### src/rtl/rng_pkg.sv
// rng_pkg
//   Shared definitions for the RNG word collector slice.
//   - state_e     : collector FSM state encoding (COLLECT / SKIP / STALL)
//   - DEF_*       : default widths used by the collector and its FIFO
package rng_pkg;

    typedef enum logic [1:0] {
        ST_COLLECT = 2'd0,
        ST_SKIP    = 2'd1,
        ST_STALL   = 2'd2
    } state_e;

    localparam int DEF_WORD_WIDTH = 16;
    localparam int DEF_DEPTH      = 2;
    localparam int DEF_SKIP_WIDTH = 4;

endpackage

### src/rtl/rng_fifo.sv
// rng_fifo
//   First-word-fall-through FIFO holding completed random words.
//   The head entry is presented straight from the storage registers, so
//   head_o is registered data and reads 0 while the FIFO is empty.
// Ports:
//   clk, rst     : clock (rising edge), asynchronous active-high reset
//   push_i       : write push_data_i (honoured when not full, or full with a pop)
//   push_data_i  : word to store
//   pop_i        : remove head entry (ignored while empty)
//   head_o       : current head word, 0 when empty
//   full_o       : occupancy equals DEPTH
//   empty_o      : occupancy is zero
//   level_o      : current occupancy
module rng_fifo
    import rng_pkg::*;
#(
    parameter int WORD_WIDTH = DEF_WORD_WIDTH,
    parameter int DEPTH      = DEF_DEPTH
) (
    input  logic                    clk,
    input  logic                    rst,
    input  logic                    push_i,
    input  logic [WORD_WIDTH-1:0]   push_data_i,
    input  logic                    pop_i,
    output logic [WORD_WIDTH-1:0]   head_o,
    output logic                    full_o,
    output logic                    empty_o,
    output logic [$clog2(DEPTH):0]  level_o
);

    localparam int PTR_W = $clog2(DEPTH);
    localparam int LVL_W = PTR_W + 1;

    logic [WORD_WIDTH-1:0] mem_q [DEPTH];
    logic [PTR_W-1:0]      wr_ptr_q;
    logic [PTR_W-1:0]      rd_ptr_q;
    logic [LVL_W-1:0]      level_q;
    logic [LVL_W-1:0]      level_d;
    logic                  do_push;
    logic                  do_pop;

    assign empty_o = (level_q == '0);
    assign full_o  = (level_q == LVL_W'(DEPTH));

    // A push into a full FIFO is only legal when the head leaves on the same edge.
    assign do_pop  = pop_i && !empty_o;
    assign do_push = push_i && (!full_o || do_pop);

    always_comb begin
        level_d = level_q;
        if (do_push && !do_pop) begin
            level_d = level_q + 1'b1;
        end else if (!do_push && do_pop) begin
            level_d = level_q - 1'b1;
        end
    end

    // Pointers are exactly log2(DEPTH) bits wide, so they wrap on their own.
    always_ff @(posedge clk or posedge rst) begin
        if (rst) begin
            for (int i = 0; i < DEPTH; i++) begin
                mem_q[i] <= '0;
            end
            wr_ptr_q <= '0;
            rd_ptr_q <= '0;
            level_q  <= '0;
        end else begin
            if (do_push) begin
                mem_q[wr_ptr_q] <= push_data_i;
                wr_ptr_q        <= wr_ptr_q + 1'b1;
            end
            if (do_pop) begin
                rd_ptr_q <= rd_ptr_q + 1'b1;
            end
            level_q <= level_d;
        end
    end

    assign head_o  = empty_o ? '0 : mem_q[rd_ptr_q];
    assign level_o = level_q;

endmodule

### src/rtl/rng_word_collector.sv
// rng_word_collector
//   Drives the advance enable of the serial LFSR stage, packs its output
//   bits MSB-first into WORD_WIDTH-bit words, optionally discards a run of
//   raw bits between words, and buffers words in a FWFT FIFO that the
//   processor pops through its RNG register. When the FIFO is full the LFSR
//   is stalled so no generated word is ever dropped.
// Configuration macro:
//   RNG_DEBIAS_EN : von Neumann debiasing of raw bits while collecting.
// Ports:
//   clk, rst    : clock (rising edge), asynchronous active-high reset
//   bit_in      : LFSR output bit, valid every cycle
//   lfsr_en     : LFSR advance enable; bit_in consumed on edges where high
//   skip_count  : raw bits discarded between words, latched at word completion
//   rd_en       : pop strobe from the bus interface
//   word_out    : FIFO head word, 0 when empty
//   word_valid  : FIFO non-empty
//   fill_level  : FIFO occupancy
module rng_word_collector
    import rng_pkg::*;
#(
    parameter int WORD_WIDTH = DEF_WORD_WIDTH,
    parameter int DEPTH      = DEF_DEPTH,
    parameter int SKIP_WIDTH = DEF_SKIP_WIDTH
) (
    input  logic                    clk,
    input  logic                    rst,
    input  logic                    bit_in,
    output logic                    lfsr_en,
    input  logic [SKIP_WIDTH-1:0]   skip_count,
    input  logic                    rd_en,
    output logic [WORD_WIDTH-1:0]   word_out,
    output logic                    word_valid,
    output logic [$clog2(DEPTH):0]  fill_level
);

    localparam int CNT_W = $clog2(WORD_WIDTH);
    localparam int LVL_W = $clog2(DEPTH) + 1;
    localparam logic [CNT_W-1:0] LAST_BIT   = CNT_W'(WORD_WIDTH - 1);
    localparam logic [LVL_W-1:0] ONE_BELOW  = LVL_W'(DEPTH - 1);

    state_e                state_q, state_d;
    logic [WORD_WIDTH-1:0] shreg_q, shreg_d;
    logic [CNT_W-1:0]      bitcnt_q, bitcnt_d;
    logic [SKIP_WIDTH-1:0] skipcnt_q, skipcnt_d;

    logic accept;
    logic acc_bit;
    logic word_done;
    logic pop;
    logic fifo_full;
    logic fifo_empty;
    logic full_after_push;

`ifdef RNG_DEBIAS_EN
    logic phase_q, phase_d;
    logic first_q, first_d;
`endif

    assign word_valid = !fifo_empty;
    assign pop        = rd_en && word_valid;

    // Occupancy after a completion edge, accounting for a pop on that same edge.
    assign full_after_push = pop ? fifo_full : (fill_level == ONE_BELOW);

    // Next-state, shift/counter updates and the LFSR enable. The STALL exit
    // cycle raises lfsr_en without accepting the bit, so acceptance resumes
    // one cycle later from COLLECT.
    always_comb begin
        state_d   = state_q;
        shreg_d   = shreg_q;
        bitcnt_d  = bitcnt_q;
        skipcnt_d = skipcnt_q;
        lfsr_en   = 1'b0;
        accept    = 1'b0;
        acc_bit   = bit_in;
        word_done = 1'b0;
`ifdef RNG_DEBIAS_EN
        phase_d   = phase_q;
        first_d   = first_q;
`endif

        case (state_q)
            ST_COLLECT: begin
                lfsr_en = 1'b1;
`ifdef RNG_DEBIAS_EN
                // First bit of a pair is parked; the pair yields it only if the bits differ.
                if (!phase_q) begin
                    first_d = bit_in;
                    phase_d = 1'b1;
                end else begin
                    phase_d = 1'b0;
                    if (first_q != bit_in) begin
                        accept  = 1'b1;
                        acc_bit = first_q;
                    end
                end
`else
                accept  = 1'b1;
                acc_bit = bit_in;
`endif
                if (accept) begin
                    shreg_d = {shreg_q[WORD_WIDTH-2:0], acc_bit};
                    if (bitcnt_q == LAST_BIT) begin
                        word_done = 1'b1;
                        bitcnt_d  = '0;
                        skipcnt_d = skip_count;
                        if (skip_count != '0) begin
                            state_d = ST_SKIP;
                        end else if (full_after_push) begin
                            state_d = ST_STALL;
                        end
                    end else begin
                        bitcnt_d = bitcnt_q + 1'b1;
                    end
                end
            end

            ST_SKIP: begin
                lfsr_en   = 1'b1;
                skipcnt_d = skipcnt_q - 1'b1;
`ifdef RNG_DEBIAS_EN
                phase_d   = 1'b0;
`endif
                if (skipcnt_q <= SKIP_WIDTH'(1)) begin
                    state_d = (fifo_full && !pop) ? ST_STALL : ST_COLLECT;
                end
            end

            ST_STALL: begin
`ifdef RNG_DEBIAS_EN
                phase_d = 1'b0;
`endif
                if (!fifo_full || pop) begin
                    lfsr_en = 1'b1;
                    state_d = ST_COLLECT;
                end
            end

            default: begin
                state_d = ST_COLLECT;
            end
        endcase

        // The LFSR must not advance while the collector is held in reset.
        if (rst) begin
            lfsr_en = 1'b0;
        end
    end

    always_ff @(posedge clk or posedge rst) begin
        if (rst) begin
            state_q   <= ST_COLLECT;
            shreg_q   <= '0;
            bitcnt_q  <= '0;
            skipcnt_q <= '0;
        end else begin
            state_q   <= state_d;
            shreg_q   <= shreg_d;
            bitcnt_q  <= bitcnt_d;
            skipcnt_q <= skipcnt_d;
        end
    end

`ifdef RNG_DEBIAS_EN
    always_ff @(posedge clk or posedge rst) begin
        if (rst) begin
            phase_q <= 1'b0;
            first_q <= 1'b0;
        end else begin
            phase_q <= phase_d;
            first_q <= first_d;
        end
    end
`endif

    // The completed word is pushed on the same edge its last bit is accepted.
    rng_fifo #(
        .WORD_WIDTH (WORD_WIDTH),
        .DEPTH      (DEPTH)
    ) u_fifo (
        .clk         (clk),
        .rst         (rst),
        .push_i      (word_done),
        .push_data_i (shreg_d),
        .pop_i       (pop),
        .head_o      (word_out),
        .full_o      (fifo_full),
        .empty_o     (fifo_empty),
        .level_o     (fill_level)
    );

endmodule

### config.mk
export PLATFORM = sky130hd
export DESIGN_NAME = rng_word_collector
export DESIGN_NICKNAME = d
export VERILOG_FILES = /design/src/rtl/rng_pkg.sv /design/src/rtl/rng_fifo.sv /design/src/rtl/rng_word_collector.sv
export SDC_FILE = /design/constraint.sdc
export NUM_CORES = 1
export LEC_CHECK = 0
export CAP_MARGIN = 0
export CORE_MARGIN = 1.5
export CORE_UTILIZATION = 45
export CTS_CLUSTER_SIZE = 40
export DETAILED_ROUTE_END_ITERATION = 7
export HOLD_SLACK_MARGIN = 0.08
export PLACE_DENSITY = 0.74
export SLEW_MARGIN = 20
export SYNTH_ARGS = -nofsm -noshare
export SYNTH_HDL_FRONTEND = slang
export SYNTH_HIERARCHICAL = 1
export SYNTH_SLANG_ARGS = --single-unit
### constraint.sdc
create_clock -name clk -period 7.7 [get_ports clk]
set_input_delay 1.54 -clock clk [delete_from_list [all_inputs] [get_ports clk]]
set_output_delay 1.54 -clock clk [all_outputs]
set_load 0.01 [all_outputs]
==> results.py <==
metrics = {
    "run_status": {
        "status": "completed",
    },
    "critical_path": {
        "critPathArrivalTime_ns": 2.96,
        "path_cells": "clkdlybuf4s50_1 > nand2b_1 > nand2_1 > nand2_1 > a21oi_1 > clkdlybuf4s50_1",
        "setup.worst_path.class": "input port to output port",
        "required_ns": 6.16,
        "cp_max_fo": 3,
        "reg2reg_depth": 5,
        "start_kind": "input port",
        "slowest_delay_ns": 0.55,
        "reg2reg_slack_ns": 4.93,
        "reg2reg_from": "bitcnt_q[0]",
        "reg2reg_to": "u_fifo/mem_q[27]",
        "critPathSlowestCell": "clkdlybuf4s50_1",
        "worstSetupEndpointType": "output port",
    },
    "route": {
        "drt_iter0_markers": 78,
        "wl_per_cell_um": 15.5,
        "drcViolationCount": 0,
        "drtPass1Iterations": 4,
        "vias": 1797,
        "antenna_left": 0,
        "viasPerCell": 5.24,
        "routed_wl_um": 5330,
    },
    "logic_synthesis": {
        "synthCells": 231,
        "avgSynthCellArea_um2": 12.8,
        "synth_seq_cells": 62,
        "yosys_warnings": 6,
        "syn-num-nets": 243,
        "ys_types": 34,
        "synth.yosys.seq_area_share": 0.523,
        "synth.cell_area_mm2": 0.00296,
    },
    "layout": {
        "nNetsFinal": 273,
        "seq_area_mm2": 0.00155,
        "drive_gt1_frac": 0.267,
        "fill_cells": 524,
        "syn_to_final_growth_pct": 17.1,
        "multi_input_area_mm2": 0.00131,
        "antenna_cells": 0,
    },
    "grt": {
        "grtUsageTotal": 0.166,
        "grt_max_degree": 37,
        "overflow": 0,
        "antenna_found_initial": 0,
        "grt_pass1_vias": 1881,
        "grt_pass1_wl_um": 9210,
    },
    "cts": {
        "numCtsBuffers": 9,
        "cts_buffer_depth": 2,
        "ctsHoldBuffers": 0,
        "cts_root_buf": "clkbuf_8",
        "cts_tree": "built",
        "clock_latency_ns": 0.32,
        "postCtsSetupBuffers": 0,
        "cts.clk_slew.worst_paths_ns": 0.06,
        "post_cts_resized": 0,
        "h-tree-depth": 3,
        "cts_sinks": 62,
    },
    "timing": {
        "fin_ws_ns": 3.20,
        "relSlewSlack": 0.278,
        "slew_violations": 0,
        "tightest_slew_ns": 1.08,
        "fin_skew_ns": 0.00695,
        "rsz0062_at_grt": "no",
        "finalHoldViolCount": 0,
        "setup_tns_ns": 0,
        "finalSetupViolCount": 0,
        "period_share": 0.584,
        "fin_crit_ns": 4.50,
        "fmax_mhz": 222,
    },
    "pwr": {
        "powerDensity_mw_per_mm2": 408,
        "vdd_drop_max_mv": 0.181,
        "p_leak_nw": 1.60,
    },
    "die": {
        "die_x_um": 84.2,
        "core_area_mm2": 0.00635,
        "rows": 29,
        "initial_utilization": 0.467,
        "die_area_mm2": 0.00708,
        "die_h_um": 84.2,
        "io_pins": 28,
    },
    "min_path": {
        "hold_path_end": "u_fifo/mem_q[29]",
        "min_path_type": "flip-flop to flip-flop",
        "holdPathStages": 1,
        "hold_start": "u_fifo/mem_q[29]",
    },
    "job": {
        "maxCapViolCount": 0,
    },
    "placement": {
        "preCtsSetupSlack_ns": 3.20,
        "place_congestion": 0.838,
        "port_buffers": 27,
        "dpl.hpwl_um": 3370,
    },
}
## layer usage
layer	routed length, µm	global-route usage	part of all wire
met1	2580	0.228	0.48
met2	2480	0.252	0.46
met3	187	0.0364	0.035
met4	87	0.0775	0.016
met5	0	0	0
## registers in the layout, indices dropped and copies added (netlist names)
| signal | flops |
|---|---|
| bitcnt_q | 4 |
| shreg_q | 16 |
| skipcnt_q | 4 |
| state_q | 2 |
| u_fifo/level_o | 2 |
| u_fifo/mem_q | 32 |
| u_fifo/rd_ptr_q | 1 |
| u_fifo/wr_ptr_q | 1 |
## critical path: cells and delay by family
kind / cells / cell delay [ns]
simple gates: 3 / 0.27
compound gates: 1 / 0.14
buf+inv: 2 / 1.00
## logic make-up (layout without fill, tap and decap cells)
| kind of cell | Yosys count | after routing | share of synthesized area |
|---|---|---|---|
| multiplexers | 66 | 66 | 0.269 |
| adder cells (fa/ha/maj) | 4 | 4 | 0.0169 |
| AO/OA/AOI/OAI | 22 | 22 | 0.0422 |
| XOR/XNOR | 7 | 7 | 0.0207 |
| flip-flops | 62 | 62 | 0.523 |
| AND/OR/NAND/NOR | 53 | 53 | 0.0933 |
| buffers and inverters | 17 | 52 | 0.0346 |
## power breakdown
group | internal [mW] | switching (mW)
Combinational | 0.314 | 0.233
Clock | 0.166 | 0.120
Sequential | 0.460 | 0.122
## area by class of cell
class	instances	share of cell area
Multi-Input combinational cell	152	0.378
Timing Repair Buffer	29	0.0822
Sequential cell	62	0.447
Clock buffer	12	0.0447
Tap cell	77	0.0278
Inverter	7	0.00757
Clock inverter	4	0.0130
## Yosys cell counts
cell | count | area [µm²]
dfrtp_1 | 62 | 1550
mux2_2 | 29 | 327
nor2_1 | 24 | 90.1
mux2_4 | 20 | 300
mux2i_1 | 17 | 170
o21ai_0 | 9 | 45.0
nand2_1 | 8 | 30.0
inv_1 | 7 | 26.3
a21oi_1 | 6 | 30.0
buf_2 | 4 | 20.0
buf_6 | 4 | 45.0
ha_1 | 4 | 50.1
nor3_1 | 4 | 20.0
xnor2_1 | 4 | 35.0
a22oi_1 | 3 | 22.5
nand2b_1 | 3 | 18.8
nor2b_1 | 3 | 18.8
xor2_1 | 3 | 26.3
nor3b_4 | 2 | 37.5
a211oi_1 | 1 | 7.51
a311oi_1 | 1 | 8.76
and2_1 | 1 | 6.26
and3_1 | 1 | 6.26
buf_4 | 1 | 7.51
clkbuf_1 | 1 | 3.75
nand3_1 | 1 | 5.00
nand3b_1 | 1 | 7.51
nand4_1 | 1 | 6.26
nor2_2 | 1 | 6.26
nor2_4 | 1 | 11.3
nor4_1 | 1 | 6.26
o21ai_1 | 1 | 5.00
o22ai_1 | 1 | 6.26
or3_1 | 1 | 6.26
## how the worst max path moves through the flow
stage | startpoint | to | slack (ns)
4_1_cts | rd_en | lfsr_en | 3.20
6_report | rd_en | lfsr_en | 3.20
3_3_place_gp | rd_en | lfsr_en | 3.20
5_1_grt | rd_en | lfsr_en | 3.12
3_5_place_dp | rd_en | lfsr_en | 3.20
2_1_floorplan | rd_en | lfsr_en | 4.18
## cells in the final DEF, fill, tap and decap left out, drive strengths merged, types with 2 or more instances in the layout
cell type,count
a21oi,6
a22oi,3
buf,2
clkbuf,12
clkdlybuf4s50,27
clkinv,3
dfrtp,62
ha,4
inv,7
mux2,49
mux2i,17
nand2,8
nand2b,3
nor2,26
nor2b,3
nor3,4
nor3b,2
o21ai,10
xnor2,4
xor2,3
## per-stage QoR
step                      cell area, µm²  power, mW  hold WS, ns  utilization  cells
final                               3470       1.42        0.507        0.546    343
after detailed placement            3270       1.14        0.496        0.515    327
after global placement              3270       1.12        0.488        0.515    327
after global routing                3470       1.52        0.519        0.546    343
after CTS                           3470       1.43        0.511        0.546    343
after floorplan                     2960      0.965        0.473            -    231
Power figures use the tool's default switching activity.
